[src/rtl/gf2_poly_mult_seq_if.sv]
// Operand/product handshake bundle for gf2_poly_mult_seq.
// master drives operands and OutReady; slave is the multiplier.
interface gf2_poly_mult_seq_if;
   logic       InValid;
   logic       InReady;
   logic [2:0] X;
   logic [2:0] Y;
   logic       OutValid;
   logic       OutReady;
   logic [4:0] Q;
   logic       Busy;

   modport master (
      output InValid, X, Y, OutReady,
      input  InReady, OutValid, Q, Busy
   );

   modport slave (
      input  InValid, X, Y, OutReady,
      output InReady, OutValid, Q, Busy
   );
endinterface

[src/rtl/gf2_poly_mult_seq.sv]
// Bit-serial carry-less GF(2)[x] multiplier, 3x3 -> 5-bit unreduced product.
// Optional macro GF2_POLY_MULT_ZERO_SKIP_EN ends RUN early once the multiplier is exhausted.
module gf2_poly_mult_seq (
   input  logic                 Clk,
   input  logic                 Rst,
   gf2_poly_mult_seq_if.slave   bus
);

   typedef enum logic [1:0] {
      IDLE = 2'b00,
      RUN  = 2'b01,
      DONE = 2'b10
   } state_t;

   state_t     state;
   state_t     state_next;
   logic [4:0] mx;
   logic [2:0] my;
   logic [4:0] acc;
   logic [1:0] cnt;
   logic       accept;

   always_ff @(posedge Clk or posedge Rst) begin
      if (Rst) begin
         state <= IDLE;
      end else begin
         state <= state_next;
      end
   end

   always_comb begin
      state_next   = state;
      accept       = 1'b0;
      bus.InReady  = 1'b0;
      bus.OutValid = 1'b0;
      bus.Busy     = 1'b0;
      bus.Q        = acc;
      unique case (state)
         IDLE: begin
            bus.InReady = 1'b1;
            if (bus.InValid) begin
               accept = 1'b1;
`ifdef GF2_POLY_MULT_ZERO_SKIP_EN
               state_next = (bus.Y == 3'b000) ? DONE : RUN;
`else
               state_next = RUN;
`endif
            end
         end
         RUN: begin
            bus.Busy = 1'b1;
`ifdef GF2_POLY_MULT_ZERO_SKIP_EN
            // my[2:1] is the multiplier left after this edge's shift
            if ((my[2:1] == 2'b00) || (cnt == 2'd2)) begin
               state_next = DONE;
            end
`else
            if (cnt == 2'd2) begin
               state_next = DONE;
            end
`endif
         end
         DONE: begin
            bus.Busy     = 1'b1;
            bus.OutValid = 1'b1;
            if (bus.OutReady) begin
               state_next = IDLE;
            end
         end
         default: begin
            state_next = IDLE;
         end
      endcase
   end

   always_ff @(posedge Clk or posedge Rst) begin
      if (Rst) begin
         mx  <= '0;
         my  <= '0;
         acc <= '0;
         cnt <= '0;
      end else begin
         unique case (state)
            IDLE: begin
               if (accept) begin
                  mx  <= {2'b00, bus.X};
                  my  <= bus.Y;
                  acc <= '0;
                  cnt <= '0;
               end
            end
            RUN: begin
               if (my[0]) begin
                  acc <= acc ^ mx;
               end
               mx  <= mx << 1;
               my  <= my >> 1;
               cnt <= cnt + 2'd1;
            end
            default: begin
            end
         endcase
      end
   end

endmodule

[src/flat_wrapper.sv]
// flat-port wrapper written by rule: the top's interface ports become plain ports
module gf2_poly_mult_seq_flat 
  (Clk, Rst, bus_InValid, bus_X, bus_Y, bus_OutReady, bus_InReady, bus_OutValid, bus_Q, bus_Busy);
  gf2_poly_mult_seq_if bus_i ();
  input  logic Clk;
  input  logic Rst;
  input wire logic [$bits(bus_i.InValid)-1:0] bus_InValid;
  input wire logic [$bits(bus_i.X)-1:0] bus_X;
  input wire logic [$bits(bus_i.Y)-1:0] bus_Y;
  input wire logic [$bits(bus_i.OutReady)-1:0] bus_OutReady;
  output wire logic [$bits(bus_i.InReady)-1:0] bus_InReady;
  output wire logic [$bits(bus_i.OutValid)-1:0] bus_OutValid;
  output wire logic [$bits(bus_i.Q)-1:0] bus_Q;
  output wire logic [$bits(bus_i.Busy)-1:0] bus_Busy;
  assign bus_i.InValid = bus_InValid;
  assign bus_i.X = bus_X;
  assign bus_i.Y = bus_Y;
  assign bus_i.OutReady = bus_OutReady;
  assign bus_InReady = bus_i.InReady;
  assign bus_OutValid = bus_i.OutValid;
  assign bus_Q = bus_i.Q;
  assign bus_Busy = bus_i.Busy;
  gf2_poly_mult_seq u_core (.Clk(Clk), .Rst(Rst), .bus(bus_i));
endmodule
[config.mk]
export PLATFORM = sky130hd
export DESIGN_NAME = gf2_poly_mult_seq_flat
export DESIGN_NICKNAME = d
export VERILOG_FILES = /design/src/rtl/gf2_poly_mult_seq_if.sv /design/src/rtl/gf2_poly_mult_seq.sv /design/src/flat_wrapper.sv
export SDC_FILE = /design/constraint.sdc
export NUM_CORES = 1
export LEC_CHECK = 0
export ABC_AREA = 0
export BUFFER_PORTS_ARGS = -buffer_cell sky130_fd_sc_hd__buf_2
export CAP_MARGIN = 15
export CORE_MARGIN = 2
export CORE_UTILIZATION = 49
export CTS_BUF_LIST = sky130_fd_sc_hd__clkbuf_4 sky130_fd_sc_hd__clkbuf_8
export DETAILED_ROUTE_END_ITERATION = 7
export HOLD_SLACK_MARGIN = 0.03
export PLACE_DENSITY_LB_ADDON = 0.12
export SETUP_SLACK_MARGIN = 0.15
export SLEW_MARGIN = 20
export SYNTH_ARGS = -nofsm -noshare
export SYNTH_HDL_FRONTEND = slang
export SYNTH_SLANG_ARGS = --single-unit
[constraint.sdc]
create_clock -name Clk -period 1.75 [get_ports Clk]
set_input_delay 0.35 -clock Clk [delete_from_list [all_inputs] [get_ports Clk]]
set_output_delay 0.35 -clock Clk [all_outputs]
set_load 0.01 [all_outputs]
==> reports/metrics.csv <==
metric;value;unit
finalNetCount;131;
wl_met2;989;um
post-route-util;68.3;%
crit_path_end_kind;output port;
syn_avg_cell_area;10.5;um2
post-route-period-util;91.5;%
tns;0;ns
cts_made_buffers;3;
antenna_cells;0;
grt_first_pass_wirelength;3170;um
viasPerCell;5.16;
ys_warn_count;0;
num_rows;15;
syn_inst;85;
pwr-share-comb;59.9;%
wl_per_cell;14.1;um
wl_met1;838;um
design.core.area;1730;um2
worst_pin_slew;0.656;ns
cts_tree;built;
grt_overflow;0;
power.density;1970;nW/um2
dp.cells;129;
status;finished clean;
htree_num_levels;1;
dr_wl_met3;100;um
nFillCells;137;
hold_ws;0.113;ns
ir_drop;0.00113;V
place.gp.congestion;0.773;
fin_ws;0.149;ns
p_int;1.39;mW
final.setup_skew;0.0116;ns
cp-start-kind;register;
leakagePower;0.553;nW
die_area;2180;um2
drive_above_1_share;43.0;%
crit_arrival;1.25;ns
place_area;1020;um2
yosysSeqAreaShare;47.8;%
stdcell_area;1180;um2
cp.required;1.40;ns
pin_count;18;
clkPwrFrac;9.6;%
antenna_left;0;
track_usage;21.5;%
grt_max_degree;18;
drv_cap;0;
rsz0062_at_grt;yes;
critPathMaxFanout;3;
power.total;2.32;mW
swShare;40.2;%
clk_latency;0.30;ns
root_buffer;clkbuf_4;
drtPass1Iterations;4;
path_class;reg -> out;
vias;717;
dp_hpwl;1290;um
setup_violations;0;
synth.distinct_cells;20;
slew-limit-headroom;56.3;%
start_util;51.6;%
synth-seq-cells;17;
synth_nets;101;
antenna_found_initial;0;
worst_hold_path_type;in -> async;
syn-cell-area;891;um2
dr.first_iter.drc_count;25;
clk_pin_slew;0.11;ns
fmax;0.625;GHz
io_buffers;17;
totalWireLength;1950;um
die_x;46.6;um
syn2layout_area_growth;32.3;%
switchingPower;0.932;mW
drc;0;
min_period;1.60;ns
preCtsSetupSlack;-0.0997;ns
clock_sinks;17;
top_layer;met4;
finalHoldViolCount;0;
cts_buffer_depth;2;
p_seq_share;30.6;%
layout.cells.non_filler;139;
grt_pass1_vias;687;
die_y;46.6;um
slew_violations;0;
[area by class of cell]
cell class | count | area, um2 | area share, %
Multi-Input combinational cell | 58 | 472 | 40.0
Sequential cell | 17 | 425 | 36.1
Timing Repair Buffer | 27 | 190 | 16.1
Tap cell | 25 | 31.3 | 2.65
Inverter | 8 | 30.0 | 2.55
Clock buffer | 3 | 22.5 | 1.91
Clock inverter | 1 | 7.51 | 0.637
[cells in the mapped netlist, drive strengths merged]
cell | count | area [um2]
nand2 | 19 | 71.3
buf | 2 | 18.8
nand3b | 1 | 7.51
ha | 6 | 75.1
a31oi | 10 | 62.6
o221a | 5 | 65.1
mux2i | 2 | 20.0
nand2b | 5 | 43.8
o21a | 1 | 7.51
mux2 | 1 | 15.0
dfrtp | 17 | 425
inv | 8 | 30.0
and2 | 1 | 6.26
o21ai | 6 | 33.8
nand4b | 1 | 8.76
[routing by layer]
layer / up-vias / GRT usage, %
met1: 340 / 27.7
met4: 0 / 7.22
met5: - / 0
li1: 357 / -
met2: 16 / 33.9
met3: 4 / 7.06
[final timing paths]
path | start | endpoint | slack (ns) | depth (start not counted)
max in group asynchronous | Rst | u_core.bus.Q[2]$_DFFE_PP0P_ | 1.20 | 2
min in group Clk | bus_X[0] | u_core.mx[0]$_DFFE_PP0P_ | 0.27 | 3
worst max register to register | u_core.state[1]$_DFFE_PP0P_ | u_core.state[1]$_DFFE_PP0P_ | 0.17 | 6
worst min register to register | u_core.bus.Q[2]$_DFFE_PP0P_ | u_core.bus.Q[2]$_DFFE_PP0P_ | 0.48 | 1
worst min-delay path | Rst | u_core.cnt[1]$_DFFE_PP0P_ | 0.11 | 2
worst max-delay path | u_core.state[0]$_DFFE_PP0P_ | bus_Busy | 0.15 | 4
[placed cells by master, fill, tap and decap left out]
| cell | synthesis | final |
|---|---|---|
| inv_2 | 0 | 2 |
| clkinvlp_4 | 0 | 1 |
| mux2i_1 | 2 | 1 |
| o221a_2 | 4 | 4 |
| o21ai_2 | 1 | 1 |
| nand2b_2 | 2 | 2 |
| inv_1 | 8 | 6 |
| buf_4 | 1 | 7 |
| and2_1 | 1 | 1 |
| a31oi_1 | 10 | 10 |
| nand2b_1 | 2 | 2 |
| ha_1 | 6 | 1 |
| o21ai_0 | 5 | 4 |
| o21ai_1 | 0 | 1 |
| clkbuf_4 | 0 | 3 |
| nand2_1 | 19 | 19 |
| nand2b_4 | 1 | 1 |
| mux2_4 | 1 | 1 |
| nand3b_1 | 1 | 1 |
| buf_2 | 0 | 14 |
| ha_2 | 0 | 2 |
| buf_6 | 1 | 6 |
| o221a_4 | 1 | 1 |
| mux2i_4 | 0 | 1 |
| nand4b_1 | 1 | 1 |
| dfrtp_1 | 17 | 17 |
| ha_4 | 0 | 3 |
| o21a_1 | 1 | 1 |
[worst max-delay path, cell delays in order (launching register included)]
cell	delay (ns)
dfrtp_1	0.41
inv_2	0.10
buf_6	0.13
ha_4	0.20
buf_6	0.11
[cells by family after synthesis]
group | count (synthesis) | synth area share, %
compound gates | 22 | 19.0
mux | 3 | 3.93
simple gates | 27 | 15.5
flops | 17 | 47.8
buf+inv | 10 | 5.48
fa+ha+maj | 6 | 8.43
[power groups by stage]
stage                     Clock (mW)  Sequential, mW  Combinational (mW)
after detailed placement           0           0.720                1.05
after CTS                      0.229           0.708                1.14
after global routing           0.249           0.744                1.53
final                          0.222           0.709                1.39
after global placement             0           0.716                1.03
after floorplan                    0           0.712               0.778
[what timing repair did]
| action | CTS | global route |
|---|---|---|
| pin swaps | 0 | 2 |
| endpoints found under the setup margin | 13 | 18 |
| buffers inserted | 3 | 3 |
| hold buffers | 0 | 0 |
| hold endpoints to repair | 0 | 0 |
| resized for setup | 3 | 15 |
[registers in the layout, indices dropped and copies added, names as in the netlist]
signal,count
u_core.mx,5
u_core.state,2
u_core.cnt,2
u_core.my,3
u_core.bus.Q,5
No activity file was read; power rests on OpenSTA's default activity.
